File: src/rtl/audio_nios_sd_socket_ctrl.sv
// rtl/audio_nios_sd_socket_ctrl.sv - SD socket debounce, power sequencing and Avalon status block
module audio_nios_sd_socket_ctrl #(
    parameter int DEBOUNCE_CYCLES = 50000,
    parameter int POWER_UP_CYCLES = 12500,
    parameter int CNT_W           = 20
) (
    input  logic        clk,
    input  logic        reset_n,
    input  logic [1:0]  address,
    input  logic        chipselect,
    input  logic        write_n,
    input  logic [31:0] writedata,
    output logic [31:0] readdata,
    output logic        irq,
    input  logic        cd_n_in,
    input  logic        wp_n_in,
    output logic        sd_pwr_en,
    output logic        card_ready
);

    typedef enum logic [1:0] {
        ST_EMPTY      = 2'd0,
        ST_POWER_UP   = 2'd1,
        ST_READY      = 2'd2,
        ST_FORCED_OFF = 2'd3
    } state_t;

    localparam logic [CNT_W-1:0] DEB_LAST = CNT_W'(DEBOUNCE_CYCLES - 1);
    localparam logic [CNT_W-1:0] PWR_LAST = CNT_W'(POWER_UP_CYCLES - 1);

    logic [1:0]       cd_sync, wp_sync;
    logic [1:0]       raw, stable, toggle;
    logic [CNT_W-1:0] deb_cnt [2];
    logic [CNT_W-1:0] pwr_cnt;
    logic [1:0]       irq_mask, edge_capture, w1c;
    logic             force_off, wr_en;
    state_t           state, next_state;
    logic [31:0]      rd_mux;
    logic             unused_wdata;

    assign unused_wdata = ^writedata[31:2];
    assign wr_en        = chipselect & ~write_n;

    // Synchronisers idle at 1 so reset looks like an empty, unprotected socket.
    always_ff @(posedge clk or negedge reset_n) begin
        if (!reset_n) begin
            cd_sync <= 2'b11;
            wp_sync <= 2'b11;
        end else begin
            cd_sync <= {cd_sync[0], cd_n_in};
            wp_sync <= {wp_sync[0], wp_n_in};
        end
    end

    // bit0 = present, bit1 = wprot; both pins are active low.
    assign raw = ~{wp_sync[1], cd_sync[1]};

    always_comb begin
        toggle = '0;
        for (int i = 0; i < 2; i++) begin
            toggle[i] = (raw[i] != stable[i]) && (deb_cnt[i] == DEB_LAST);
        end
    end

    always_ff @(posedge clk or negedge reset_n) begin
        if (!reset_n) begin
            stable <= '0;
            for (int i = 0; i < 2; i++) deb_cnt[i] <= '0;
        end else begin
            for (int i = 0; i < 2; i++) begin
                if (raw[i] == stable[i]) begin
                    deb_cnt[i] <= '0;
                end else if (toggle[i]) begin
                    stable[i]  <= ~stable[i];
                    deb_cnt[i] <= '0;
                end else begin
                    deb_cnt[i] <= deb_cnt[i] + 1'b1;
                end
            end
        end
    end

    assign w1c = (wr_en && address == 2'd2) ? writedata[1:0] : 2'b00;

    // A new edge event outranks a simultaneous software clear.
    always_ff @(posedge clk or negedge reset_n) begin
        if (!reset_n) begin
            irq_mask     <= '0;
            edge_capture <= '0;
            force_off    <= 1'b0;
        end else begin
            edge_capture <= toggle | (edge_capture & ~w1c);
            if (wr_en && address == 2'd1) irq_mask  <= writedata[1:0];
            if (wr_en && address == 2'd3) force_off <= writedata[0];
        end
    end

    assign irq = |(edge_capture & irq_mask);

    always_comb begin
        next_state = state;
        case (state)
            ST_EMPTY: begin
                if (stable[0] && !force_off) next_state = ST_POWER_UP;
            end
            ST_POWER_UP: begin
                if (!stable[0])              next_state = ST_EMPTY;
                else if (force_off)          next_state = ST_FORCED_OFF;
                else if (pwr_cnt == PWR_LAST) next_state = ST_READY;
            end
            ST_READY: begin
                if (!stable[0])     next_state = ST_EMPTY;
                else if (force_off) next_state = ST_FORCED_OFF;
            end
            default: begin
                if (!stable[0])      next_state = ST_EMPTY;
                else if (!force_off) next_state = ST_POWER_UP;
            end
        endcase
    end

    always_ff @(posedge clk or negedge reset_n) begin
        if (!reset_n) begin
            state      <= ST_EMPTY;
            pwr_cnt    <= '0;
            sd_pwr_en  <= 1'b0;
            card_ready <= 1'b0;
        end else begin
            state      <= next_state;
            sd_pwr_en  <= (next_state == ST_POWER_UP) || (next_state == ST_READY);
            card_ready <= (next_state == ST_READY);
            if (next_state == ST_POWER_UP && state != ST_POWER_UP) pwr_cnt <= '0;
            else if (state == ST_POWER_UP)                          pwr_cnt <= pwr_cnt + 1'b1;
        end
    end

    always_comb begin
        rd_mux = '0;
        case (address)
            2'd0:    rd_mux = {27'd0, state, card_ready, stable[1], stable[0]};
            2'd1:    rd_mux = {30'd0, irq_mask};
            2'd2:    rd_mux = {30'd0, edge_capture};
            default: rd_mux = {31'd0, force_off};
        endcase
    end

    always_ff @(posedge clk or negedge reset_n) begin
        if (!reset_n) readdata <= '0;
        else          readdata <= rd_mux;
    end

endmodule
File: config.mk
export PLATFORM = sky130hd
export DESIGN_NAME = audio_nios_sd_socket_ctrl
export DESIGN_NICKNAME = d
export VERILOG_FILES = /design/src/rtl/audio_nios_sd_socket_ctrl.sv
export SDC_FILE = /design/constraint.sdc
export NUM_CORES = 1
export LEC_CHECK = 0
export BUFFER_PORTS_ARGS = -buffer_cell sky130_fd_sc_hd__buf_4
export CAP_MARGIN = 10
export CORE_UTILIZATION = 35
export DETAILED_ROUTE_END_ITERATION = 10
export PLACE_DENSITY = 0.65
export SKIP_LAST_GASP = 1
export SLEW_MARGIN = 20
export SYNTH_ARGS = -nofsm -noshare
export SYNTH_HDL_FRONTEND = slang
export SYNTH_SLANG_ARGS = --single-unit
File: constraint.sdc
create_clock -name clk -period 2.2 [get_ports clk]
set_clock_uncertainty 0.2 [all_clocks]
set_input_delay 0.33 -clock clk [delete_from_list [all_inputs] [get_ports clk]]
set_output_delay 0.33 -clock clk [all_outputs]
set_load 0.05 [all_outputs]
; Yosys cells after proc, flatten, opt, wreduce, memory -nomap -nowiden
; Index checks and enable logic that the tools add are counted.
[classes]
n_eq_ne = 15
bitwise_logic = 11
mux = 17
reduce_logical = 15
addsub = 3
[ops]
columns = operator, n
row1 = $mux 20, 6
row2 = $add 20x1->20 const B, 3
row3 = $eq 20x16->1 const B, 2
row4 = $eq 20x14->1 const B, 1
row5 = $mux 2, 9
row6 = $pmux 5 s3, 1
row7 = $eq 2x2->1 const B, 4
row8 = $logic_and 1x1->1, 7
row9 = $eq 2x1->1 const B, 3
row10 = $pmux 2 s3, 1
row11 = $not 1->1, 5
row12 = $and 2x2->2, 2
row13 = $logic_not 2->1, 2
row14 = $not 2->2, 2
row15 = $reduce_and 2->1, 2
row16 = $eq 1x1->1, 2
row17 = $ne 1x1->1, 2
row18 = $ne 2x1->1 const B, 1
row19 = $or 2x2->2, 1
row20 = $reduce_bool 2->1, 1
row21 = $reduce_or 2->1, 1
row22 = $and 1x1->1, 1
row23 = $logic_not 1->1, 1
row24 = $logic_or 1x1->1, 1
[word_totals]
ff_bits = 107
input_bits = 40
word_cells = 75
output_inout_bits = 35

; Longest topological paths before layout
; Gate-level depths: netlist of the first run.
[logic_depth]
depth_word = 8
depth_mapped = 7
depth_no_buf = 5

; Worst setup path before layout of the first run
; No wires, ideal clock.
[synth_path]
path_type = register to register
startpoint = reg deb_cnt[13] in the netlist's numbering
endpoint = reg deb_cnt[10] in the netlist's numbering
setup_ns = 0.121
path_buffers = 2
required_time_ns = 1.879
stages_incl_launch_ff = 7
slack_ns = 0.239
synth_period_minus_slack_ns = 1.961
arrival_ns = 1.639
path_cell_list = dfrtp_1 or4_1 nor3_1 a41o_1 buf_2 buf_2 nor2_1
[synth_via]
elab_chain_cells = 4
[synth_lines]
columns = item, line_no
row1 = "start, declared", 33  ; logic [CNT_W-1:0] deb_cnt [2];
row2 = "start signal, assigned by index", 77  ; deb_cnt[i] <= deb_cnt[i] + 1'b1;
row3 = $eq 20x16->1, 61  ; toggle[i] = (raw[i] != stable[i]) && (deb_cnt[i] == DEB_LAST);
row4 = $logic_and 1x1->1, 61
row5 = $mux 20, 73  ; end else if (toggle[i]) begin
row6 = $mux 20, 71  ; if (raw[i] == stable[i]) begin
; Every way passes these cells.
; A chain may end at the register's enable or synchronous reset.

; Worst setup path in the final report of the first run
[layout_path]
startpoint = reg deb_cnt[21] in the netlist's numbering
endpoint = reg deb_cnt[36] in the netlist's numbering
[layout_via]
elab_chain_cells = 4
elab_cells_between_ends = 5
cone_classes = 1 x add/sub / 1 x eq/ne / 2 x mux / 1 x reduce/logical
[layout_lines]
columns = item, line_no
row1 = "parallel branches: the longest is 2 deep, another holds $add 20x1->20", --
row2 = $mux 20 (*), 73
row3 = $mux 20 (*), 71
; Every way passes the cells marked *.

==> results of run 1 <==
## registers in the layout, summed over array words and instances, names as in the netlist
register      cells
deb_cnt          40
pwr_cnt          20
readdata          5
cd_sync           2
edge_capture      2
irq_mask          2
stable            2
state             2
wp_sync           2
card_ready        1
force_off         1
sd_pwr_en         1
## worst min path at each step
stage	depth (start not counted)	slack, ns	startpoint	endpoint
floorplan	0	-0.17	reset_n	card_ready
global placement	1	0.11	reset_n	deb_cnt[0]
detailed placement	1	0.11	reset_n	deb_cnt[0]
CTS	2	0.0009	address[1]	readdata[3]
global route	2	0.02	address[1]	readdata[3]
finish	2	0.02	address[1]	readdata[3]
## cell usage in the layout, fill, tap and decap left out, types with 11 or more instances in the layout
cell type / n
inv_1: 13
conb_1: 27
nor4_1: 16
a21oi_1: 11
nand2_1: 35
buf_4: 37
nor2_1: 40
xnor2_1: 20
nand4_1: 15
o21ai_0: 21
nand3_1: 23
dfrtp_1: 76
mux2i_1: 12
## worst max-delay path, cell delays in order (launching register included)
cell     delay, ns
dfrtp_1       0.39
ha_1          0.21
nand4_1       0.17
buf_4         0.19
nor4_1        0.28
buf_4         0.19
mux2i_1       0.08
nor4b_1       0.27
## per-layer routing
| layer | up-vias | share of wire | global-route usage |
|---|---|---|---|
| li1 | 1532 | - | - |
| met1 | 1533 | 0.48 | 0.207 |
| met2 | 78 | 0.47 | 0.239 |
| met3 | 8 | 0.042 | 0.0353 |
| met4 | 0 | 0.014 | 0.0630 |
| met5 | - | 0 | 0 |
## cell families after synthesis
logic type / synth area share
simple gates: 0.245
mux: 0.0403
compound gates: 0.0776
buf+inv: 0.0724
other cells: 0.000916
xor+xnor: 0.0620
fa+ha+maj: 0.0116
flops: 0.490
## through the flow
stage | hold slack, ns | utilization
finish | 0.0173 | 0.416
global route | 0.0158 | 0.416
CTS | 0.000944 | 0.414
detailed placement | 0.108 | 0.386
global placement | 0.106 | 0.386
floorplan | -0.166 | -
## power breakdown
group          switching, W  internal (W)
logic              0.000202     0.0000614
clock network      0.000604      0.000885
registers         0.0000260       0.00151
total              0.000833       0.00245
## repair_timing
| action | in CTS | in global routing |
|---|---|---|
| hold endpoints to repair | 31 | 0 |
| hold buffers | 3 | 0 |
| endpoints found under the setup margin | 0 | 1 |
| resized for setup | 0 | 0 |
| buffers inserted | 0 | 2 |
## final cells by class
class | count | area (um^2) | share of cell area
clock buffer | 10 | 229 | 0.0482
tap | 143 | 179 | 0.0377
clock inverter | 6 | 67.6 | 0.0142
inverter | 13 | 48.8 | 0.0103
timing repair buffer | 41 | 328 | 0.0691
multi-input combinational | 313 | 1890 | 0.398
sequential | 80 | 2010 | 0.423
==> reports/results.ini, run 1 <==
[hold_path]
min_path_type = primary input to flop

[detailed_routing]
num_vias = 3151
ant_nets = 0
drt_iter0_drc = 150
wirelength_um = 8200
dr.pass1.iters = 5
drc = 0
avgRoutedWirePerCell_um = 13.5
vias_per_cell = 5.20

[synthesis]
ys_warn_count = 0
synth_edf_count = 0
synthCells = 418
yosys.area.top_type = dfrtp_1
syn_area_um2 = 4090
ys_top_cells_by_area = dfrtp_1 (46%), buf_4 (5.0%), xnor2_1 (4.3%), nor2_1 (3.7%), nand2_1 (3.2%)
synthArstFlopShare = 1.00
yosysTopAreaCellShare = 0.465
ys_seq_area_frac = 0.490
yosys-top-cells-count = dfrtp_1 (76), nor2_1 (40), nand2_1 (35)
postSynthAreaPerCell_um2 = 9.79
synth-seq-cells = 80
synth.distinct_cells = 47
synth.most_common_cell = dfrtp_1
synth_flop_cell = dfrtp_1

[sta]
finalSetupTns_ns = 0
finalCritPeriodShare = 0.947
fmax_ghz = 0.480
hold_violations = 0
slew_violations = 0
final-setup-viol-count = 0
period_needed_ns = 2.08
slew_headroom = 0.613
finalWorstSetupSlack_ns = 0.116
worst_pin_slew_ns = 0.575

[critical_path]
crit_type = flop to flop
cp_max_fo = 4
cp-startpoint = deb_cnt[21]
critical_path.startpoint_type = flop
cp.arrival_ns = 2.12
critPathCapture = deb_cnt[36]
worstPathRequired_ns = 2.23
r2r-start = deb_cnt[21]
r2r_setup_slack_ns = 0.12
rr_worst_depth = 7
worstReg2RegEnd = deb_cnt[36]
crit_path_end_kind = flop

[clock_network]
clock_sinks = 80
cts_buffer_depth = 2
cts-htree-levels = 3
clk_pin_slew_ns = 0.06
root_buffer = clkbuf_16
cts_tree = built
insertion_delay_ns = 0.34
cts_buffers = 9

[finish]
design_area_um2 = 4750
drive_above_1_share = 0.143
syn2layout_area_growth_pct = 16.0
n_antenna_cell = 0
fin_nets = 501
fillers = 1148
final_cells = 606

[floorplanning]
initial_core_util = 0.359
fp.dieH_um = 110
core_um2 = 11400
die_area_um2 = 12100
dieWidth_um = 110
io_pins = 75
rows = 39

[global_routing]
overflow = 0
antenna_found_initial = 0
grt_max_degree = 48
grt_use_total = 0.154
grt_pass1_wl_um = 14400
grt_pass1_vias = 3016

[placed_design]
dpl-instance-area_um2 = 4410
place_ws_ns = 0.0783
dp_cells = 585
gp_congestion = 0.812
portBuffers = 17
dpl.hpwl_um = 5720

[power]
irDropWorstVdd_v = 0.000344
total_power_w = 0.00329
p_leak_nw = 2.04
powerDensity_nw_per_um2 = 692

[flow_run]
maxCapViolations = 0

[run_status]
status = finished, final reports clean

Note: power is estimated with default switching activity, not from simulation.
==> run 2: changes to the inputs <==
--- a/config.mk
+++ b/config.mk
@@ -7,9 +7,10 @@
 export LEC_CHECK = 0
 export BUFFER_PORTS_ARGS = -buffer_cell sky130_fd_sc_hd__buf_4
 export CAP_MARGIN = 10
-export CORE_UTILIZATION = 35
+export CORE_UTILIZATION = 50
+export CTS_BUF_LIST = sky130_fd_sc_hd__clkbuf_8
 export DETAILED_ROUTE_END_ITERATION = 10
-export PLACE_DENSITY = 0.65
+export PLACE_DENSITY = 0.84
 export SKIP_LAST_GASP = 1
 export SLEW_MARGIN = 20
 export SYNTH_ARGS = -nofsm -noshare
==> run 2 against run 1 <==
Clock-buffer cell count rose by 1. Core utilization increased by 17 points. Critical path depth is 2 lower. Largest power group unchanged. Largest cell class unchanged.
==> reports/results.ini, run 2 (synthesized netlist as in run 1, its figures left out) <==
[clock_network]
clk_pin_slew_ns = 0.08  ; +0.02 ns
insertion_delay_ns = 0.35  ; about the same
root_buffer = clkbuf_8
clock_sinks = 80  ; unchanged
cts_buffers = 9  ; unchanged
cts-htree-levels = 3  ; unchanged
post-cts-setup-buffers = 0  ; unchanged
cts_buffer_depth = 2  ; unchanged
cts_tree = built

[power]
power.switching_w = 0.000738  ; -11%
p_sw_frac = 0.267  ; +0.0136
pwr-share-seq = 0.554  ; +0.088
p_leak_nw = 1.98  ; -2.8%
irDropWorstVdd_v = 0.000297  ; -14%
total_power_w = 0.00276  ; -16%
p_clk_frac = 0.352  ; -0.101
power_frac_comb = 0.094  ; +0.014
powerDensity_nw_per_um2 = 606  ; -12%
p_int_w = 0.00203  ; -17%

[sta]
hold_violations = 0  ; unchanged
fmax_ghz = 0.484  ; +0.93%
worst_pin_slew_ns = 0.539  ; -0.0361 ns
rsz0062_at_grt = false
finalCritPeriodShare = 0.938  ; -0.00869
period_needed_ns = 2.06  ; -0.0191 ns
final-setup-viol-count = 0  ; unchanged
finalSetupTns_ns = 0  ; unchanged
slew_violations = 0  ; unchanged
fin_hold_ws_ns = 0.0247  ; +0.00738 ns
slew_headroom = 0.637  ; +0.0243

[finish]
drive_above_1_share = 0.130  ; -0.0121
design_area_um2 = 4560  ; -4.0%
top_regs = deb_cnt: 40 flops, pwr_cnt: 20 flops, readdata: 5 flops
largest_register = deb_cnt
fillers = 672  ; -41%
syn2layout_area_growth_pct = 11.3
layout_common_cells = dfrtp_1 (76), nor2_1 (40), nand2_1 (35), buf_4 (32), conb_1 (27)
largest_register_ff_count = 40  ; unchanged
final_cells = 562  ; -7.3%
fin_nets = 498  ; -0.60%
layout_commonest_cell = dfrtp_1
n_antenna_cell = 0  ; unchanged

[critical_path]
cp_max_fo = 7  ; +3
critPathCapture = pwr_cnt[14]
worstReg2RegEnd = pwr_cnt[14]
critical_path.startpoint_type = flop
r2r_setup_slack_ns = 0.14  ; +0.02 ns
crit_type = flop to flop
worstPathRequired_ns = 2.29  ; +0.06 ns
crit_path_end_kind = flop
r2r-start = pwr_cnt[1]
cp-startpoint = pwr_cnt[1]
rr_worst_depth = 5  ; -2
cp.arrival_ns = 2.16  ; +0.04 ns

[floorplanning]
die_area_um2 = 8550  ; -30%
fp.dieH_um = 92.5  ; -16%
initial_core_util = 0.524  ; +0.166
core_um2 = 7810  ; -32%
io_pins = 75  ; unchanged
dieWidth_um = 92.5  ; -16%
rows = 32  ; -18%

[placed_design]
dp_cells = 541  ; -7.5%
dpl.hpwl_um = 5440  ; -5.0%
dpl-instance-area_um2 = 4330  ; -1.7%
gp_congestion = 0.882  ; +8.7%
portBuffers = 17  ; unchanged

[run_status]
status = finished, final reports clean

[detailed_routing]
wirelength_um = 7620  ; -7.0%
drt_iter0_drc = 157  ; +4.7%
avgRoutedWirePerCell_um = 13.6  ; +0.27%
drc = 0  ; unchanged
ant_nets = 0  ; unchanged
dr.pass1.iters = 4  ; -1
num_vias = 3122  ; -0.92%
vias_per_cell = 5.56  ; +6.8%

[hold_path]
min_path_type = primary input to flop
min_from = writedata[0]

[global_routing]
grt_pass1_vias = 2836  ; -6.0%
grt_max_degree = 81  ; +69%
overflow = 0  ; unchanged
antenna_found_initial = 0  ; unchanged
grt_pass1_wl_um = 13400  ; -6.9%
grt_use_total = 0.196  ; +0.0424

[flow_run]
maxCapViolations = 0  ; unchanged

==> run 2: cell types whose count changed in the layout (fill, tap and decap cells not counted), sizes merged <==
cell | before | now
dlygate4sd3 | 3 | 5
buf | 38 | 33
clkbuf | 10 | 11
clkinvlp | 2 | 1
bufinv | 1 | 0
clkinv | 1 | 2
==> run 2: critical path, stage by stage (launching register included) <==
cell	delay [ns]
dfrtp_1	0.45
ha_1	0.30
nand2_1	0.08
or4_1	0.47
or4_1	0.42
nand3_1	0.09
==> run 2: how the worst min path moves through the flow <==
stage	endpoint	slack, ns	depth (start not counted)
2_1_floorplan	card_ready	-0.17	0
3_3_place_gp	wp_sync[1]	0.15	0
3_5_place_dp	wp_sync[1]	0.15	0
4_1_cts	force_off	0.01	3
5_1_grt	force_off	0.01	3
6_report	force_off	0.02	3
==> run 2: layout make-up <==
| class | instances | area (um^2) | area share |
|---|---|---|---|
| clock inverters | 5 | 25.0 | 0.00549 |
| repair buffers | 38 | 310 | 0.0681 |
| clock buffers | 11 | 151 | 0.0332 |
| inverters | 13 | 48.8 | 0.0107 |
| multi-input cells | 313 | 1890 | 0.414 |
| flip-flops and latches | 80 | 2010 | 0.440 |
| well taps | 102 | 128 | 0.0280 |
==> run 2: power by group through the flow <==
stage / clock network (W) / logic, W / registers [W]
global placement: 0 / 0.000254 / 0.00156
CTS: 0.000992 / 0.000263 / 0.00153
detailed placement: 0 / 0.000257 / 0.00156
global route: 0.00106 / 0.000281 / 0.00154
floorplan: 0 / 0.000203 / 0.00157
finish: 0.000974 / 0.000260 / 0.00153
==> run 2: per-stage QoR <==
| step | util | setup slack [ns] |
|---|---|---|
| 2_1_floorplan | - | 0.239 |
| 3_3_place_gp | 0.555 | 0.185 |
| 3_5_place_dp | 0.555 | 0.173 |
| 4_1_cts | 0.584 | 0.156 |
| 5_1_grt | 0.584 | 0.0322 |
| 6_report | 0.584 | 0.136 |
==> run 2: repair_timing <==
action	4_1_cts	5_1_grt
endpoints found under the setup margin	0	0
hold endpoints to repair	79	0
resized for setup	0	0
hold buffers	5	0
==> run 2: metal layers <==
layer,GRT usage,share of wire,vias to the layer above
met5,0,0,-
met4,0.0781,0.018,0
met3,0.0369,0.046,11
met2,0.293,0.46,84
met1,0.281,0.48,1517
li1,-,-,1510
